===== src/rtl/sha_multi_lane_pad_hash.sv =====
// sha_multi_lane_pad_hash
//   Pads LANES independent SHA-2 hash states (words a..h) into 512-bit
//   message blocks that carry the digest as the next message. Beats pass
//   through a two-entry skid buffer so ready_o is a pure register decode.
//   Data is stored raw; padding is applied combinationally on the head entry.
//
// Parameters
//   LANES        : independent lanes padded in lockstep (1..8)
//   DIGEST_WORDS : digest words per lane (8 = SHA-256, 7 = SHA-224)
//   WRAPPED      : 1 = wrapped pipeline word order, 0 = canonical FIPS order
//
// Ports
//   clk, rst     : clock, asynchronous active-high reset
//   state_i      : lane k word j (a=0..h=7) at bits [(k*8+j)*32 +: 32]
//   valid_i      : input beat valid
//   newblock_i   : sideband tag travelling with the beat
//   ready_o      : buffer can take a beat (registered, independent of ready_i)
//   padded_o     : lane k block word j at bits [(k*16+j)*32 +: 32], word 0 first
//   valid_o      : padded_o/newblock_o valid
//   newblock_o   : tag of the presented beat
//   ready_i      : downstream accepts the presented beat
//   count_o      : completed output handshakes, modulo 2^16
module sha_multi_lane_pad_hash #(
    parameter int LANES        = 1,
    parameter int DIGEST_WORDS = 8,
    parameter int WRAPPED      = 1
) (
    input  logic                    clk,
    input  logic                    rst,
    input  logic [LANES*8*32-1:0]   state_i,
    input  logic                    valid_i,
    input  logic                    newblock_i,
    output logic                    ready_o,
    output logic [LANES*16*32-1:0]  padded_o,
    output logic                    valid_o,
    output logic                    newblock_o,
    input  logic                    ready_i,
    output logic [15:0]             count_o
);

    localparam logic [31:0] LEN_WORD = 32'(DIGEST_WORDS * 32);
    localparam logic [31:0] PAD_MARK = 32'h8000_0000;
    localparam int          SW       = LANES * 8 * 32;

    if (LANES < 1 || LANES > 8) begin : g_bad_lanes
        $error("LANES must be in 1..8");
    end
    if (DIGEST_WORDS < 1 || DIGEST_WORDS > 8) begin : g_bad_words
        $error("DIGEST_WORDS must be in 1..8");
    end
    if (WRAPPED != 0 && DIGEST_WORDS != 8) begin : g_bad_wrap
        $error("wrapped layout requires DIGEST_WORDS = 8");
    end

    typedef enum logic [1:0] {EMPTY, ONE, TWO} buf_state_t;

    buf_state_t    state_q, state_d;
    logic [SW-1:0] slot0_state, slot1_state;
    logic          slot0_nb, slot1_nb;
    logic          push, pop;

    // Builds one lane's 512-bit block from its eight state words.
    function automatic logic [511:0] pad_lane(input logic [255:0] st);
        logic [511:0] blk;
        blk = '0;
        if (WRAPPED != 0) begin
            blk[0*32 +: 32] = st[0 +: 32];
            blk[1*32 +: 32] = LEN_WORD;
            blk[8*32 +: 32] = PAD_MARK;
            // words 9..15 carry h,g,f,e,d,c,b (reverse order)
            for (int i = 9; i < 16; i++) begin
                blk[i*32 +: 32] = st[(16-i)*32 +: 32];
            end
        end else begin
            for (int i = 0; i < 8; i++) begin
                if (i < DIGEST_WORDS) blk[i*32 +: 32] = st[i*32 +: 32];
            end
            blk[DIGEST_WORDS*32 +: 32] = PAD_MARK;
            blk[15*32 +: 32]           = LEN_WORD;
        end
        return blk;
    endfunction

    assign valid_o = (state_q != EMPTY);
    // Decoded straight from the state register, so never a path from ready_i.
    assign ready_o = (state_q != TWO);
    assign push    = valid_i && ready_o;
    assign pop     = valid_o && ready_i;

    always_ff @(posedge clk or posedge rst) begin
        if (rst) state_q <= EMPTY;
        else     state_q <= state_d;
    end

    always_comb begin
        state_d = state_q;
        unique case (state_q)
            EMPTY: if (push) state_d = ONE;
            ONE: begin
                if (push && !pop)      state_d = TWO;
                else if (pop && !push) state_d = EMPTY;
            end
            TWO:     if (pop) state_d = ONE;
            default: state_d = EMPTY;
        endcase
    end

    // Slot 0 is always the head. Data carries no reset; outputs are gated
    // by valid_o so stale contents are never visible.
    always_ff @(posedge clk) begin
        unique case (state_q)
            EMPTY: begin
                if (push) begin
                    slot0_state <= state_i;
                    slot0_nb    <= newblock_i;
                end
            end
            ONE: begin
                if (push && pop) begin
                    slot0_state <= state_i;
                    slot0_nb    <= newblock_i;
                end else if (push) begin
                    slot1_state <= state_i;
                    slot1_nb    <= newblock_i;
                end
            end
            TWO: begin
                if (pop) begin
                    slot0_state <= slot1_state;
                    slot0_nb    <= slot1_nb;
                end
            end
            default: ;
        endcase
    end

    always_ff @(posedge clk or posedge rst) begin
        if (rst)      count_o <= '0;
        else if (pop) count_o <= count_o + 16'd1;
    end

    always_comb begin
        padded_o   = '0;
        newblock_o = 1'b0;
        if (valid_o) begin
            newblock_o = slot0_nb;
            for (int k = 0; k < LANES; k++) begin
                padded_o[k*512 +: 512] = pad_lane(slot0_state[k*256 +: 256]);
            end
        end
    end

endmodule


===== config.mk =====
export PLATFORM = sky130hd
export DESIGN_NAME = sha_multi_lane_pad_hash
export DESIGN_NICKNAME = d
export VERILOG_FILES = /design/src/rtl/sha_multi_lane_pad_hash.sv
export SDC_FILE = /design/constraint.sdc
export NUM_CORES = 1
export LEC_CHECK = 0
export BUFFER_PORTS_ARGS = -buffer_cell sky130_fd_sc_hd__buf_2
export CAP_MARGIN = 20
export CORE_AREA = 2 2 305 307
export DETAILED_ROUTE_END_ITERATION = 10
export DIE_AREA = 0 0 307 309
export GPL_TIMING_DRIVEN = 0
export PLACE_DENSITY_LB_ADDON = 0.12
export RECOVER_POWER = 100
export SYNTH_ARGS = -nofsm -noshare
export SYNTH_HDL_FRONTEND = slang
export SYNTH_SLANG_ARGS = --single-unit

===== constraint.sdc =====
create_clock -name clk -period 13.7 [get_ports clk]
set_input_delay 0.685 -clock clk [delete_from_list [all_inputs] [get_ports clk]]
set_output_delay 0.685 -clock clk [all_outputs]
set_load 0.05 [all_outputs]

==> results.json <==
{
  "tightest_slew_ns": 3.71,
  "worst_path_largest_cell_delay_ns": 2.73,
  "powerDensity_nw_per_um2": 243,
  "fin_ws_ns": 6.13,
  "switching_share_pct": 46.1,
  "detail-route-antenna-nets": 0,
  "coreArea_um2": 91400,
  "synth_area_leaders": "edfxtp_1 67%, nand2_1 13%, buf_4 8.6%",
  "cts_resized": 0,
  "reg2reg_from": "state_q[1]",
  "layout_common_cells": "781 x nand2_1, 514 x edfxtp_1, 498 x clkbuf_1",
  "reg2regPathDepth": 9,
  "top_layer_used": "met5",
  "p_seq_share_pct": 34.3,
  "wl_um": 68900,
  "worstPathMaxFanout": 60,
  "via_per_inst": 3.81,
  "reg2reg_to": "slot1_state[141]",
  "fmax_ghz": 0.132,
  "hold_slack_ns": 0.224,
  "gp_congestion": 0.756,
  "first_iter_violations": 829,
  "synth_cell_type_count": 27,
  "ys_ff_latch": 532,
  "cts_buffer_depth": 3,
  "tritoncts": "yes",
  "cts.sinks": 532,
  "reg2reg_slack_ns": 6.13,
  "critPathLaunch": "state_q[1]",
  "dp_hpwl_um": 50200,
  "grt_pass1_wl_um": 98300,
  "critPathTopFamily": "buffers and inverters",
  "leakage_nw": 12.5,
  "preCtsSetupSlack_ns": 10.19,
  "synth_area_um2": 23200,
  "overflow": 0,
  "route.met3.wl_um": 5670,
  "ios": 792,
  "rsz0062_at_grt": "false",
  "dieArea_um2": 94900,
  "placed_area_um2": 28500,
  "syn_inst": 1965,
  "p_int_mw": 3.92,
  "hold_viol": 0,
  "slew_viol_final": 306,
  "via_count": 15500,
  "design_area_um2": 29800,
  "crit_top_cell": "clkbuf_1",
  "min_period_ns": 7.57,
  "cp.depth": 9,
  "die_h_um": 309,
  "avgRoutedWirePerCell_um": 16.9,
  "multi_input_area_um2": 5850,
  "cts_hold_buffers": 0,
  "p_comb_share_pct": 43.1,
  "critPathBufInv": 5,
  "cts-buffers-inserted": 67,
  "clkTransAtPathRegs_ns": 0.05,
  "max-cap-violations": 6,
  "status": "finished, violations left",
  "setup_tns_ns": 0,
  "slew_headroom_pct": -148,
  "routedLengthMet1_um": 26100,
  "synth_top_area_share_pct": 66.6,
  "cp-endpoint": "slot1_state[141]",
  "port_buffers": 537,
  "final_layout_size_suffix_gt1_share_pct": 17.1,
  "ctsRootBufferMaster": "clkbuf_16",
  "endpoint_kind": "flip-flop",
  "rows": 111,
  "crit_arrival_ns": 7.80,
  "synth_area_leader_cell": "edfxtp_1",
  "fillCellCount": 9652,
  "avgSynthCellArea_um2": 11.8,
  "start_util_pct": 25.4,
  "wl_met2_um": 35600,
  "first_pass_iters": 5,
  "post_cts_buffers": 0,
  "nNetsFinal": 3097,
  "critPathLaunchType": "flip-flop",
  "antenna_found_initial": 18,
  "critPathRequiredTime_ns": 13.94,
  "skew_ns": 0.0251,
  "grt_pass1_vias": 15300,
  "ctsHtreeMaxLevel": 3,
  "vdd_drop_max_mv": 0.106,
  "power_frac_clock_pct": 22.6,
  "crit_type": "flip-flop to flip-flop",
  "crit_chain": "nor2b_1 -> clkbuf_1 -> inv_1 -> clkbuf_1 -> and2_0 -> ha_1 -> and2_0 -> clkbuf_1 -> buf_16",
  "regArea_um2": 15900,
  "fin_util_pct": 32.6,
  "area_growth_pct": 28.7,
  "yosys_warnings": 0,
  "failed_checks": "capacitance limit, slew limit",
  "die_width_um": 307,
  "grt_max_degree": 64,
  "drcViolationCount": 0,
  "final_common_cell": "nand2_1",
  "period_share_pct": 55.2,
  "clk_latency_ns": 0.61,
  "hp-class": "input pin to asynchronous set/reset pin",
  "p_sw_mw": 3.34,
  "ys_seq_area_share_pct": 68.5,
  "finalSetupViolations": 0,
  "cp_slowest_cell": "clkbuf_1",
  "track_usage_pct": 13.8
}
## power groups by stage
stage                     registers (mW)  logic, mW  clock network [mW]
final                               2.49       3.13                1.64
after global routing                2.53       3.36                1.76
after CTS                           2.47       3.35                1.70
after detailed placement            2.50       3.34                   0
after global placement              2.72       3.28                   0
after floorplan                     2.62       2.34                   0
## worst min path at each step
stage,to,cells past startpoint,slack (ns),startpoint
after floorplan,slot0_nb,2,0.48,slot1_nb
after global placement,count_o[15],1,0.46,count_o[15]
after detailed placement,count_o[15],1,0.46,count_o[15]
after CTS,count_o[6],2,0.19,rst
after global routing,slot1_state[74],1,0.23,state_i[74]
final,count_o[14],2,0.22,rst
## sequential cells by signal, summed over array words and instances, names as in the netlist
register and cells:
slot1_nb 1, slot0_state 256, count_o 16, slot1_state 256, state_q 2, slot0_nb 1
## kinds of logic after synthesis
family                   Yosys count  synth area share (%)
XOR/XNOR                          15                 0.567
multiplexers                       2                0.0918
AO/OA/AOI/OAI                      4                 0.140
other                              1                0.0162
adder cells (fa/ha/maj)            4                 0.216
flip-flops                       532                  68.5
AND/OR/NAND/NOR                 1061                  20.2
buffers and inverters            346                  10.3
## per-layer routing
layer  up-vias  track usage, %
met3       110            5.29
met1      7270            15.3
met2       442            24.8
met5         -               0
met4        22            3.75
li1       7669               -
## cells in the mapped netlist
library cell,instances
nor2b_1,2
buf_4,266
conb_1,1
o21ai_0,1
nor3_2,2
a21o_1,2
mux2_2,1
or2_1,1
nor3_1,2
xor2_1,3
clkbuf_1,11
nand4_1,2
xnor2_1,12
and2_1,259
nor2_1,4
buf_2,65
inv_2,1
nand2_1,781
ha_1,4
o211ai_2,1
inv_1,3
edfxtp_1,514
dfrtp_1,18
and4_1,1
nand3b_1,1
mux2i_1,1
nand3_1,6
## stage by stage
step           cells  power (mW)
2_1_floorplan   2218        4.97
3_3_place_gp    3941        6.00
3_5_place_dp    3949        5.84
4_1_cts         4065        7.52
5_1_grt         4067        7.65
6_report        4071        7.26
## final cells by class
type,instances,share of cell area (%)
repair buffers,545,7.70
multi-input cells,1340,19.6
well taps,1186,4.98
diodes,6,0.0503
inverters,4,0.0503
clock buffers,92,6.11
plain buffers,342,7.64
flip-flops and latches,532,53.3
clock inverters,24,0.608
Note: power is estimated with default switching activity, not from simulation.
